### config.mk
export PLATFORM = sky130hd
export DESIGN_NAME = hsv_core_commit_sequencer
export DESIGN_NICKNAME = d
export VERILOG_FILES = /design/src/rtl/hsv_core_commit_sequencer.sv
export SDC_FILE = /design/constraint.sdc
export NUM_CORES = 1
export LEC_CHECK = 0
export BUFFER_PORTS_ARGS = -buffer_cell sky130_fd_sc_hd__buf_2
export CAP_MARGIN = 15
export CORE_UTILIZATION = 40
export CTS_BUF_LIST = sky130_fd_sc_hd__clkbuf_2
export DETAILED_ROUTE_END_ITERATION = 12
export HOLD_SLACK_MARGIN = 0.1
export PLACE_DENSITY_LB_ADDON = 0.05
export SLEW_MARGIN = 20
export SYNTH_ARGS = -nofsm -noshare
export SYNTH_HDL_FRONTEND = slang
export SYNTH_SLANG_ARGS = --single-unit
### constraint.sdc
create_clock -name clk_core -period 2.7 [get_ports clk_core]
set_input_delay 0.81 -clock clk_core [delete_from_list [all_inputs] [get_ports clk_core]]
set_output_delay 0.81 -clock clk_core [all_outputs]
set_load 0.01 [all_outputs]
### src/rtl/hsv_core_commit_sequencer.sv
// In-order retirement front end of the commit stage; drives ctrl_* strobes.
// Optional flush watchdog enabled by defining HSV_COMMIT_WDOG_EN.
module hsv_core_commit_sequencer #(
  parameter int TOKEN_W     = 3,
  parameter int WDOG_CYCLES = 256
) (
  input  logic               clk_core,
  input  logic               rst_core_n,
  input  logic               valid_i,
  output logic               ready_o,
  input  logic [TOKEN_W-1:0] in_token,
  input  logic [31:0]        in_pc,
  input  logic [31:0]        in_next_pc,
  input  logic               in_trap,
  input  logic [4:0]         in_trap_cause,
  input  logic [31:0]        in_trap_value,
  input  logic               in_jump,
  output logic [TOKEN_W-1:0] commit_token,
  output logic               ctrl_commit,
  output logic               ctrl_trap,
  output logic [4:0]         ctrl_trap_cause,
  output logic [31:0]        ctrl_trap_value,
  output logic [31:0]        ctrl_next_pc,
  output logic               ctrl_flush_begin,
  input  logic               ctrl_begin_irq,
  input  logic               flush_req,
  output logic               flush_ack_commit,
  output logic               wdog_err
);

  typedef enum logic [1:0] {
    RUN,
    FLUSH_WAIT,
    FLUSH_ACK
  } state_t;

  state_t state;
  logic   accept;

  assign ready_o = (state == RUN)
                 & ~flush_req
                 & ~ctrl_begin_irq
                 & (in_token == commit_token);

  assign accept = valid_i & ready_o;

  // Retirement FSM: token tracking, strobe generation and flush handshake
  always_ff @(posedge clk_core or negedge rst_core_n) begin
    if (!rst_core_n) begin
      state            <= RUN;
      commit_token     <= '0;
      ctrl_commit      <= 1'b0;
      ctrl_trap        <= 1'b0;
      ctrl_trap_cause  <= '0;
      ctrl_trap_value  <= '0;
      ctrl_next_pc     <= '0;
      ctrl_flush_begin <= 1'b0;
      flush_ack_commit <= 1'b0;
    end else begin
      ctrl_commit      <= 1'b0;
      ctrl_trap        <= 1'b0;
      ctrl_flush_begin <= 1'b0;
      unique case (state)
        RUN: begin
          if (flush_req) begin
            state            <= FLUSH_ACK;
            flush_ack_commit <= 1'b1;
          end else if (ctrl_begin_irq) begin
            state <= FLUSH_WAIT;
          end else if (accept) begin
            commit_token <= commit_token + TOKEN_W'(1);
            if (in_trap) begin
              ctrl_trap        <= 1'b1;
              ctrl_flush_begin <= 1'b1;
              ctrl_trap_cause  <= in_trap_cause;
              ctrl_trap_value  <= in_trap_value;
              ctrl_next_pc     <= in_pc;
              state            <= FLUSH_WAIT;
            end else if (in_jump) begin
              ctrl_commit      <= 1'b1;
              ctrl_flush_begin <= 1'b1;
              ctrl_next_pc     <= in_next_pc;
              state            <= FLUSH_WAIT;
            end else begin
              ctrl_commit  <= 1'b1;
              ctrl_next_pc <= in_next_pc;
            end
          end
        end
        FLUSH_WAIT: begin
          if (flush_req) begin
            state            <= FLUSH_ACK;
            flush_ack_commit <= 1'b1;
          end
        end
        FLUSH_ACK: begin
          if (!flush_req) begin
            state            <= RUN;
            flush_ack_commit <= 1'b0;
          end
        end
        default: begin
          state            <= RUN;
          flush_ack_commit <= 1'b0;
        end
      endcase
    end
  end

`ifdef HSV_COMMIT_WDOG_EN
  localparam int CNT_W = $clog2(WDOG_CYCLES + 1);

  logic [CNT_W-1:0] wdog_cnt;
  logic             wdog_q;

  // Count cycles parked in FLUSH_WAIT; flag a flush that never arrives
  always_ff @(posedge clk_core or negedge rst_core_n) begin
    if (!rst_core_n) begin
      wdog_cnt <= '0;
      wdog_q   <= 1'b0;
    end else if (state != FLUSH_WAIT) begin
      wdog_cnt <= '0;
    end else begin
      if (wdog_cnt != CNT_W'(WDOG_CYCLES))
        wdog_cnt <= wdog_cnt + CNT_W'(1);
      if (wdog_cnt == CNT_W'(WDOG_CYCLES - 1))
        wdog_q <= 1'b1;
    end
  end

  assign wdog_err = wdog_q;
`else
  // Constant 0 for any positive WDOG_CYCLES; keeps the parameter referenced
  assign wdog_err = (WDOG_CYCLES < 0);
`endif

endmodule

### Word level (Yosys, flattened, before mapping)

Cells that the tools add are included.

* $mul: 0
* add/subtract/negate cells: 1
* multiplexer cells: 28
* div/mod/pow operators: 0
* equal/unequal tests: 8
* reductions and logical operators: 6
* magnitude comparators: 0
* bitwise operators: 6
* shifts and indexed selects: 0

Operator list (number)
* 32-bit 2-to-1 mux: 1
* 1-bit 2-to-1 mux: 18
* 2-bit 2-to-1 mux: 7
* 4-bit AND reduction: 2
* 2-bit one-hot mux with 3 select lines: 1
* 5-bit != test (second input constant): 1
* 5-bit AND reduction: 1
* 1-bit bitwise AND: 4
* 2-bit != test (second input constant): 2
* 4-bit != test (second input constant): 1
* 3-bit by 1-bit adder with 3-bit output (second input constant): 1
* 3-bit == test: 1
* 2-bit by 1-bit == test with 1-bit output (second input constant): 1
* 2-bit == test (second input constant): 1
* 2-bit logical NOT: 1
* 2-bit by 1-bit != test with 1-bit output (second input constant): 1
* 1-bit inverter: 2
* 1-bit one-hot mux with 2 select lines: 1
* 2-bit AND reduction: 1
* 2-bit OR reduction: 1

* memories kept: 0
* flip-flop bits (word level): 78
* bits in latches: 0
* output and inout port bits: 78
* memory bits (writable): 0
* bits in read-only memories: 0
* logic and storage cells: 58

### Depth between registers and ports, before layout

* depth in word-level cells: 9
* depth in mapped cells: 7
* depth with buffers taken out: 4

### Worst setup path before layout

No wires, ideal clock.

* kind: in2out
* start: input flush_req
* end: output ready_o
* arrival: 1.745 ns
* setup slack: 0.145 ns
* buffers on the path: 3
* stages on the path: 5
* cells stage by stage: nor4_2 > and4_1 > buf_4 > buf_2 > buf_2

* cells in the longest elaborated chain, start to end: 4

RTL lines
* from (decl): RTL line 26 `input logic flush_req,`
* 1-bit inverter (no source line)
* 1-bit bitwise AND: RTL line 41 `& ~flush_req`
* 1-bit bitwise AND: RTL line 42 `& ~ctrl_begin_irq`
* 1-bit bitwise AND: RTL line 43 `& (in_token == commit_token);`
* to (decl): RTL line 10 `output logic ready_o,`

No other way between the ends.

### Worst setup path after layout

* start: register state[0]
* end: output ready_o

* cells in the longest elaborated chain, start to end: 4

RTL lines
* from (decl): RTL line 37 `state_t state;`
* from (signal assigned): RTL line 50 `state <= RUN;`
* from (signal assigned): RTL line 66 `state <= FLUSH_ACK;`
* from (signal assigned): RTL line 69 `state <= FLUSH_WAIT;`
* 2-bit logical NOT: RTL line 40 `assign ready_o = (state == RUN)`
* 1-bit bitwise AND: RTL line 41
* 1-bit bitwise AND: RTL line 42
* 1-bit bitwise AND: RTL line 43

No other way between the ends.

==> results.md <==
- Via count of the first global-routing pass: 2347
- Cts hold-fix bufs: 0
- Setup repair after global routing missed its margin: no
- Overall die area: 9054 µm²
- Synthesized netlist net count: 371
- Startpoint kind of the worst setup timing path: flip-flop
- Critical Setup Path Class: flip-flop to primary output
- Total routed wirelength: approximately 7600 µm
- Total count of hold-check failures in the final report: 0
- Number of placed instances with taps included: 533
- Aggregate global-route resource usage: 0.1652
- Launch point of the worst reg-to-reg path: state[0]$_DFFE_PN0P_
- Number of instances in the synthesized netlist: approximately 260
- Max-cap check violation count: 0
- Via density per instance: 4.791
- Number of DRC markers in iteration 0: 89
- R2r endpoint: commit_token[1]$_DFFE_PN0P_
- Count of vias placed by the detailed router: 2630
- Class of the tightest hold or removal check: input pin to asynchronous set/reset pin
- WL per Instance: about 14 µm
- Ratio of cells with drive above 1 in the final layout: 0.5586
- Inserted Diodes: 0
- Power per standard cell area: 651.1 nW/µm²
- Post_cts resized: 0
- Worst-path maximum fanout: 4
- Starting density of the core: 0.4182
- Final count of pins violating max slew: 0
- Standby leakage power: between 2 and 3 nW
- Highest clock frequency the design can meet: 398.4 MHz
- Final Cycle Share: 0.9296
- Layout Area Growth over Synthesis: 32.70%
- Overall Power: 2.999 mW
- Yosys cell types: 25
- Clock Sink Count: 78
- CTS root buffer: sky130_fd_sc_hd__clkbuf_2
- Status: completed
- Post-synthesis average cell area: 13.40 µm²
- Remaining max-slew budget at the tightest pin: 0.6607
- Area of the mapped netlist: ~3500 µm²
- Worst Max-Slew Pin Slew: 508.9 ps
- Maximum buffer depth of the clock tree: 2
- Number of placement rows: 33
- NumNets Final: 551
- R2r setup slk: 640 ps
- Share of the yosys chip area belonging to registers: 0.5624
- Placeable core region: 8299 µm²
- Count of buffers from port buffering: 187
- Final Setup Violations: 0
- Data arrival time of the critical path: 1700 ps
- Later-pin clock latency in the skew report: roughly 500 ps
- Hold slack: 235.3 ps
- Post CTS Setup Buffer Count: 0
- Critical Path RT: 1890 ps
- Initial antenna violation count: 0
- Weighted congestion reported at the end of routability-driven placement: 0.8174
- Type of element capturing the critical path: primary output
- Antenna viol nets, final: 0
- Clock tree skew after final layout: 38.56 ps
- Level count of the clock H-tree: 3
- DIE HEIGHT: 95.15 µm
- Horiz. Die Dim: 95.15 µm
- Pin count of the biggest net entering global routing: 55
- Min Clock Period, post-route: 2510 ps
- Sum of overflow across all layers after global routing: 0
- Peak VDD IR: between 0.0002 and 0.0003 V
- Final setup TNS: 0 ps
- Total half-perimeter wirelength after legalization and detailed placement: 5501 µm
- Worst reg-to-reg path cell count: 6
- Wire length of the first global-routing pass: 11430 µm
- Detailed-router iteration count before antenna repair: 4
- Count of unresolved DRC violations after routing: 0
- Seq cells post-synth: 78
- Clock-pin slew on the worst setup and hold paths: around 210 ps
- Cell Count, Final, Fillers Out: 549
- Number of filler cells placed in the layout: 723
- Clock tree from TritonCTS: yes
- Yosys warning total: 0
- Inserted Clock Buffers: 9
- Post-Route Utilization: 0.5550
- Top-level I/O count: 189
==> registers in the layout, summed over array words and instances (netlist names) <==
signal / count
state: 2
ctrl_trap_value: 32
ctrl_commit: 1
ctrl_flush_begin: 1
flush_ack_commit: 1
ctrl_trap: 1
ctrl_next_pc: 32
ctrl_trap_cause: 5
commit_token: 3
==> worst max-delay path by stage <==
stage	end	depth (start not counted)	startpoint	slack, ps
after floorplan	ready_o	5	flush_req	150
after global placement	commit_token[1]$_DFFE_PN0P_	7	flush_req	230
after detailed placement	commit_token[1]$_DFFE_PN0P_	7	flush_req	190
after CTS	ready_o	3	state[0]$_DFFE_PN0P_	110
after global routing	ready_o	3	state[0]$_DFFE_PN0P_	20
final	ready_o	3	state[0]$_DFFE_PN0P_	190
==> synth_stat cells <==
cell / instances / share of area
sky130_fd_sc_hd__a21boi_0: 1 / 0.0022
sky130_fd_sc_hd__a21oi_1: 32 / 0.046
sky130_fd_sc_hd__a31oi_1: 32 / 0.058
sky130_fd_sc_hd__and4_1: 1 / 0.0025
sky130_fd_sc_hd__buf_1: 3 / 0.0032
sky130_fd_sc_hd__buf_2: 7 / 0.010
sky130_fd_sc_hd__buf_4: 2 / 0.0043
sky130_fd_sc_hd__buf_6: 3 / 0.0097
sky130_fd_sc_hd__clkbuf_1: 9 / 0.0097
sky130_fd_sc_hd__conb_1: 1 / 0.0011
sky130_fd_sc_hd__dfrtp_1: 78 / 0.56
sky130_fd_sc_hd__ha_1: 1 / 0.0036
sky130_fd_sc_hd__mux2_2: 8 / 0.026
sky130_fd_sc_hd__mux2_4: 30 / 0.13
sky130_fd_sc_hd__mux2i_1: 32 / 0.092
sky130_fd_sc_hd__nand2_1: 3 / 0.0032
sky130_fd_sc_hd__nand3_1: 1 / 0.0014
sky130_fd_sc_hd__nand3_4: 1 / 0.0050
sky130_fd_sc_hd__nand4_1: 1 / 0.0018
sky130_fd_sc_hd__nor2_1: 4 / 0.0043
sky130_fd_sc_hd__nor4_2: 1 / 0.0036
sky130_fd_sc_hd__o211a_1: 1 / 0.0029
sky130_fd_sc_hd__o22ai_1: 1 / 0.0018
sky130_fd_sc_hd__o31a_1: 1 / 0.0025
sky130_fd_sc_hd__xnor2_1: 5 / 0.013
==> critical path: stages, from the launching register on <==
cell and delay (ps):
sky130_fd_sc_hd__dfrtp_1 460, sky130_fd_sc_hd__nor4_2 320, sky130_fd_sc_hd__and4_2 290, sky130_fd_sc_hd__buf_2 150
==> through the flow <==
step | setup WS [ps] | instance area, µm²
final | 190.1 | 4606
after global routing | 23.08 | 4606
after CTS | 113.8 | 4606
after floorplan | 145.4 | 3471
after detailed placement | 193.5 | 4496
after global placement | 225.1 | 4496
==> cells by family (layout without fill, tap and decap cells) <==
group,Yosys count,after routing,synth area share
flops,78,78,0.5624
buf+inv,24,209,0.03713
fa+ha+maj,1,1,0.003604
xor+xnor,5,5,0.01262
compound gates,68,68,0.1132
simple gates,12,12,0.02199
other cells,1,1,0.001080
mux,70,70,0.2480
==> layer usage <==
metal,routed length [µm],up-vias,track usage
met2,3208,129,0.2387
met4,135,0,0.07197
met5,0,-,0
met3,652,11,0.04306
met1,3574,1181,0.2319
li1,-,1309,-
==> area by class of cell <==
class	count	area [µm²]	area share
Clock buffer	9	45.04	0.009780
Clock inverter	7	65.06	0.01413
Multi-Input combinational cell	157	1391	0.3021
Tap cell	105	131.4	0.02852
Timing Repair Buffer	193	1021	0.2217
Sequential cell	78	1952	0.4238
==> where the power goes <==
part / total (mW) / switching [mW] / internal (mW)
Sequential: 1.54 / 0.136 / 1.41
Clock: 0.601 / 0.395 / 0.205
Combinational: 0.856 / 0.421 / 0.435
Total: 3.00 / 0.952 / 2.05
==> placed cells by master (no fill, tap or decap), types with 2 or more instances in the layout <==
| cell | n |
|---|---|
| sky130_fd_sc_hd__buf_2 | 186 |
| sky130_fd_sc_hd__dfrtp_1 | 78 |
| sky130_fd_sc_hd__mux2i_1 | 32 |
| sky130_fd_sc_hd__a21oi_1 | 32 |
| sky130_fd_sc_hd__a31oi_1 | 32 |
| sky130_fd_sc_hd__mux2_4 | 30 |
| sky130_fd_sc_hd__clkbuf_2 | 9 |
| sky130_fd_sc_hd__mux2_2 | 8 |
| sky130_fd_sc_hd__xnor2_1 | 5 |
| sky130_fd_sc_hd__nor2_1 | 4 |
| sky130_fd_sc_hd__buf_4 | 4 |
| sky130_fd_sc_hd__nand2_1 | 3 |
| sky130_fd_sc_hd__clkinvlp_4 | 3 |
| sky130_fd_sc_hd__buf_12 | 3 |
| sky130_fd_sc_hd__clkinv_1 | 2 |
No activity file was read; power rests on OpenSTA's default activity.
